`config.mk`:
```
export PLATFORM = sky130hd
export DESIGN_NAME = mul_seq_ctrl
export DESIGN_NICKNAME = d
export VERILOG_FILES = /design/src/rtl/mul_seq_ctrl.sv
export SDC_FILE = /design/constraint.sdc
export NUM_CORES = 1
export LEC_CHECK = 0
export ABC_AREA = 1
export CAP_MARGIN = 40
export CORE_AREA = 3 3 125 127
export DETAILED_ROUTE_END_ITERATION = 16
export DIE_AREA = 0 0 128 130
export MAX_ROUTING_LAYER = met4
export PLACE_DENSITY = 0.81
export SLEW_MARGIN = 40
export SYNTH_ARGS = -nofsm -noshare
export SYNTH_HDL_FRONTEND = slang
export SYNTH_SLANG_ARGS = --single-unit
```
`constraint.sdc`:
```
create_clock -name clk_i -period 4.6 [get_ports clk_i]
set_input_delay 0.46 -clock clk_i [delete_from_list [all_inputs] [get_ports clk_i]]
set_output_delay 0.46 -clock clk_i [all_outputs]
set_load 0.02 [all_outputs]
```
`src/rtl/mul_seq_ctrl.sv`:
```
// Iterative shift-add multiply sequencer for the EX stage; holds the pipeline until the product is ready.
// Optional early termination is enabled by defining MUL_SEQ_EARLY_TERM_EN.
module mul_seq_ctrl #(
  parameter int WIDTH = 32,
  parameter int CNT_W = $clog2(WIDTH)
) (
  input  logic             clk_i,
  input  logic             rst_i,
  input  logic             req_i,
  input  logic             flush_i,
  input  logic [WIDTH-1:0] op_a_i,
  input  logic [WIDTH-1:0] op_b_i,
  output logic             stall_o,
  output logic             busy_o,
  output logic             done_o,
  output logic [WIDTH-1:0] result_o
);

  typedef enum logic [1:0] {S_IDLE, S_RUN, S_DONE} state_t;

  state_t           r_state;
  logic [WIDTH-1:0] r_acc;
  logic [WIDTH-1:0] r_mcand;
  logic [WIDTH-1:0] r_mplier;
  logic [WIDTH-1:0] r_result;
  logic [CNT_W-1:0] r_cnt;
  logic             r_done;

  logic [WIDTH-1:0] w_acc_next;
  logic [WIDTH-1:0] w_mplier_next;
  logic             w_last;

  assign w_acc_next    = r_mplier[0] ? (r_acc + r_mcand) : r_acc;
  assign w_mplier_next = r_mplier >> 1;

  // Early exit once no multiplier bits remain; the product is already final.
`ifdef MUL_SEQ_EARLY_TERM_EN
  assign w_last = (r_cnt == CNT_W'(WIDTH-1)) || (w_mplier_next == '0);
`else
  assign w_last = (r_cnt == CNT_W'(WIDTH-1));
`endif

  always_ff @(posedge clk_i or posedge rst_i) begin
    if (rst_i) begin
      r_state  <= S_IDLE;
      r_acc    <= '0;
      r_mcand  <= '0;
      r_mplier <= '0;
      r_cnt    <= '0;
      r_result <= '0;
      r_done   <= 1'b0;
    end else begin
      case (r_state)
        S_IDLE: begin
          r_done <= 1'b0;
          if (req_i && !flush_i) begin
            r_mcand  <= op_a_i;
            r_mplier <= op_b_i;
            r_acc    <= '0;
            r_cnt    <= '0;
            r_state  <= S_RUN;
          end
        end
        S_RUN: begin
          if (flush_i) begin
            r_state <= S_IDLE;
          end else begin
            r_acc    <= w_acc_next;
            r_mcand  <= r_mcand << 1;
            r_mplier <= w_mplier_next;
            r_cnt    <= r_cnt + 1'b1;
            if (w_last) begin
              r_result <= w_acc_next;
              r_done   <= 1'b1;
              r_state  <= S_DONE;
            end
          end
        end
        S_DONE: begin
          r_done  <= 1'b0;
          r_state <= S_IDLE;
        end
        default: begin
          r_done  <= 1'b0;
          r_state <= S_IDLE;
        end
      endcase
    end
  end

  // Stall drops in DONE so the downstream stage latches result_o on the done edge.
  assign stall_o  = !rst_i && (((r_state == S_IDLE) && req_i && !flush_i) || (r_state == S_RUN));
  assign busy_o   = (r_state == S_RUN);
  assign done_o   = r_done;
  assign result_o = r_result;

endmodule

```
==> results.tsv <==
metric	value	unit
setup_tns	0	ps
clkPwrFrac	0.297	
routed_wl	21000	µm
boundaryPins	103	
max_slew_margin	0.447	
netSwitchingFraction	0.386	
netlist_area	0.00815	mm²
die_x	128	µm
post_cts_resized	0	
clock_sinks	136	
cp-end-kind	output pin	
synth_seq_cells	136	
yosysWarnings	0	
drt_iter0_drc	610	
slowest_stage	clkdlybuf4s50_1	
slew_violations	0	
hold_violations	0	
cts_buffers	17	
die_h	130	µm
wl_per_cell	14.7	µm
synthAdderAreaFrac	0.0531	
synth_most_common_cell	nand2_1	
ys_top_cells_by_count	nand2_1 (471), inv_1 (145), dfrtp_1 (136)	
worstPathArrival	2340	ps
syn_to_final_growth	21.6	%
synth_compound_area_frac	0.106	
cts_hold_buf	0	
grt_pass1_wl	34700	µm
cts_tree	done	
rsz0062_at_grt	false	
outcome	finished clean	
rrSetupSlack	1850	ps
worstPathCellList	inv_1, nor2_2, inv_2, a21oi_1, clkdlybuf4s50_1	
crit_type	flip-flop to output pin	
timing_worst_slew_pin_value	829	ps
drive_above_1_share	0.0515	
synth_area_leaders	dfrtp_1 (42%), nand2_1 (22%), inv_1 (6.7%)	
num-fill-cells	1265	
initial_utilization	0.560	
synthMuxAreaShare	0	
final_nets	1332	
synth_top_area_cell	dfrtp_1	
p_int	2.94	mW
synth_top_area_share	0.418	
power_frac_seq	0.342	
synth_cell_type_count	32	
cpLargestDelayFamily	buffers and inverters	
setup_viol	0	
vias	7661	
ys.flop_type	dfrtp_1	
irDropWorstVdd	0.291	mV
antenna_cells	0	
synth_xor_area_frac	0.0161	
design_area	0.00991	mm²
instances_no_fill	1427	
clock_tree.root_cell	clkbuf_16	
period_needed	2800	ps
p_switching	1.85	mW
grtUsageTotal	0.269	
dp.cells	1395	
syn_inst	1143	
comb_power_share	0.362	
fmax	357	MHz
die_area	0.0166	mm²
clk_pin_slew	60	ps
via_per_inst	5.37	
core_area	0.0145	mm²
synthSimpleGateAreaFrac	0.317	
async_reset_ff_frac	1.00	
hold_path_class	flip-flop to flip-flop	
clk_latency	430	ps
h-tree-depth	4	
portBuffers	102	
avgSynthCellArea	7.13	µm²
critPathRequiredTime	4140	ps
place_congestion	0.974	
place_area	0.00928	mm²
synth_edf_count	0	
drv_cap	0	
worst-path-buf-inv	3	
place_hpwl	14500	µm
p_leak	5.39	nW
drtPass1Iterations	5	
timing.final.crit_share	0.608	
yosysSeqAreaShare	0.418	
power_density	484	mW/mm²
clk_path_buf_depth	2	
drc	0	
rows	44	
antenna_found_initial	0	
cpPeakStageDelay	620	ps
fin_skew	14.9	ps
antenna_left	0	
synth_top_family_by_area	simple AND/OR/NAND/NOR gates	
grt_pass1_vias	7138	
grt_max_degree	115	
synth_nets	1245	
gr-total-overflow	0	
critPathLaunchType	flip-flop	
cts_setup_buffers	0	
cp_max_fo	14	
-- power groups by stage --
stage          combinational [mW]  clock, mW  sequential (mW)
4_1_cts                      1.72       1.44             1.63
5_1_grt                      1.97       1.48             1.66
6_report                     1.73       1.42             1.64
3_3_place_gp                 1.66          0             1.64
3_5_place_dp                 1.71          0             1.64
2_1_floorplan                1.32          0             1.58
-- sequential cells by signal, indices dropped and copies added (netlist names) --
register / cells
done_o: 1
r_acc: 32
r_mplier: 32
r_mcand: 32
result_o: 32
r_cnt: 5
r_state: 2
-- worst reg2reg max path, stage by stage (launching register included) --
cell	delay (ps)
dfrtp_1	410
inv_1	70
nor2_2	490
inv_2	140
nor2_4	340
buf_4	690
nand4_1	230
o21ai_0	210
a21oi_1	60
-- logic make-up after synthesis --
kind of cell,Yosys count
compound gates,136
xor+xnor,15
fa+ha+maj,34
buf+inv,189
flops,136
simple gates,633
-- metrics by stage --
step | hold slack, ps | worst slack [ps] | util | power, mW
after floorplan | 449 | 501 | - | 2.91
after global placement | 462 | 1780 | 0.639 | 3.30
after detailed placement | 465 | 1710 | 0.639 | 3.35
after CTS | 482 | 1760 | 0.681 | 4.79
after global routing | 498 | 1540 | 0.682 | 5.11
final | 474 | 1800 | 0.682 | 4.79
-- layer usage --
metal	share of wire	routed length (µm)	vias to the layer above	global-route usage
met4	0.018	383	0	0.0811
met3	0.066	1400	32	0.0655
met1	0.46	9740	3568	0.361
li1	-	-	3806	-
met5	0	0	-	-
met2	0.45	9510	255	0.409
-- cell usage in the layout, fill, tap and decap left out, types with 16 or more instances in the layout --
cell and count:
nand2_1 471, inv_1 143, dfrtp_1 136, clkdlybuf4s50_1 102, nand3_1 93, a22oi_1 57, nor2_1 40, o21ai_0 36
ha_1 33, a21oi_1 23, clkbuf_16 17, or2_2 16
-- layout make-up --
cell class	instances	area, µm²	share of cell area
Multi-Input combinational cell	818	4020	0.406
Sequential cell	136	3400	0.344
Tap cell	184	230	0.0232
Inverter	149	572	0.0577
Timing Repair Buffer	108	1070	0.108
Clock buffer	21	480	0.0485
Clock inverter	11	134	0.0135
-- path summary, 6_finish.rpt --
check | startpoint | end | cells after the start
worst max-delay path | r_state[0] | stall_o | 5
worst max register to register | r_state[0] | r_cnt[3] | 8
min in group asynchronous | rst_i | r_mplier[18] | 2
worst min-delay path | result_o[16] | result_o[16] | 2
worst min register to register | result_o[16] | result_o[16] | 2
max in group asynchronous | rst_i | r_mcand[12] | 3
No activity file was read; power rests on OpenSTA's default activity.
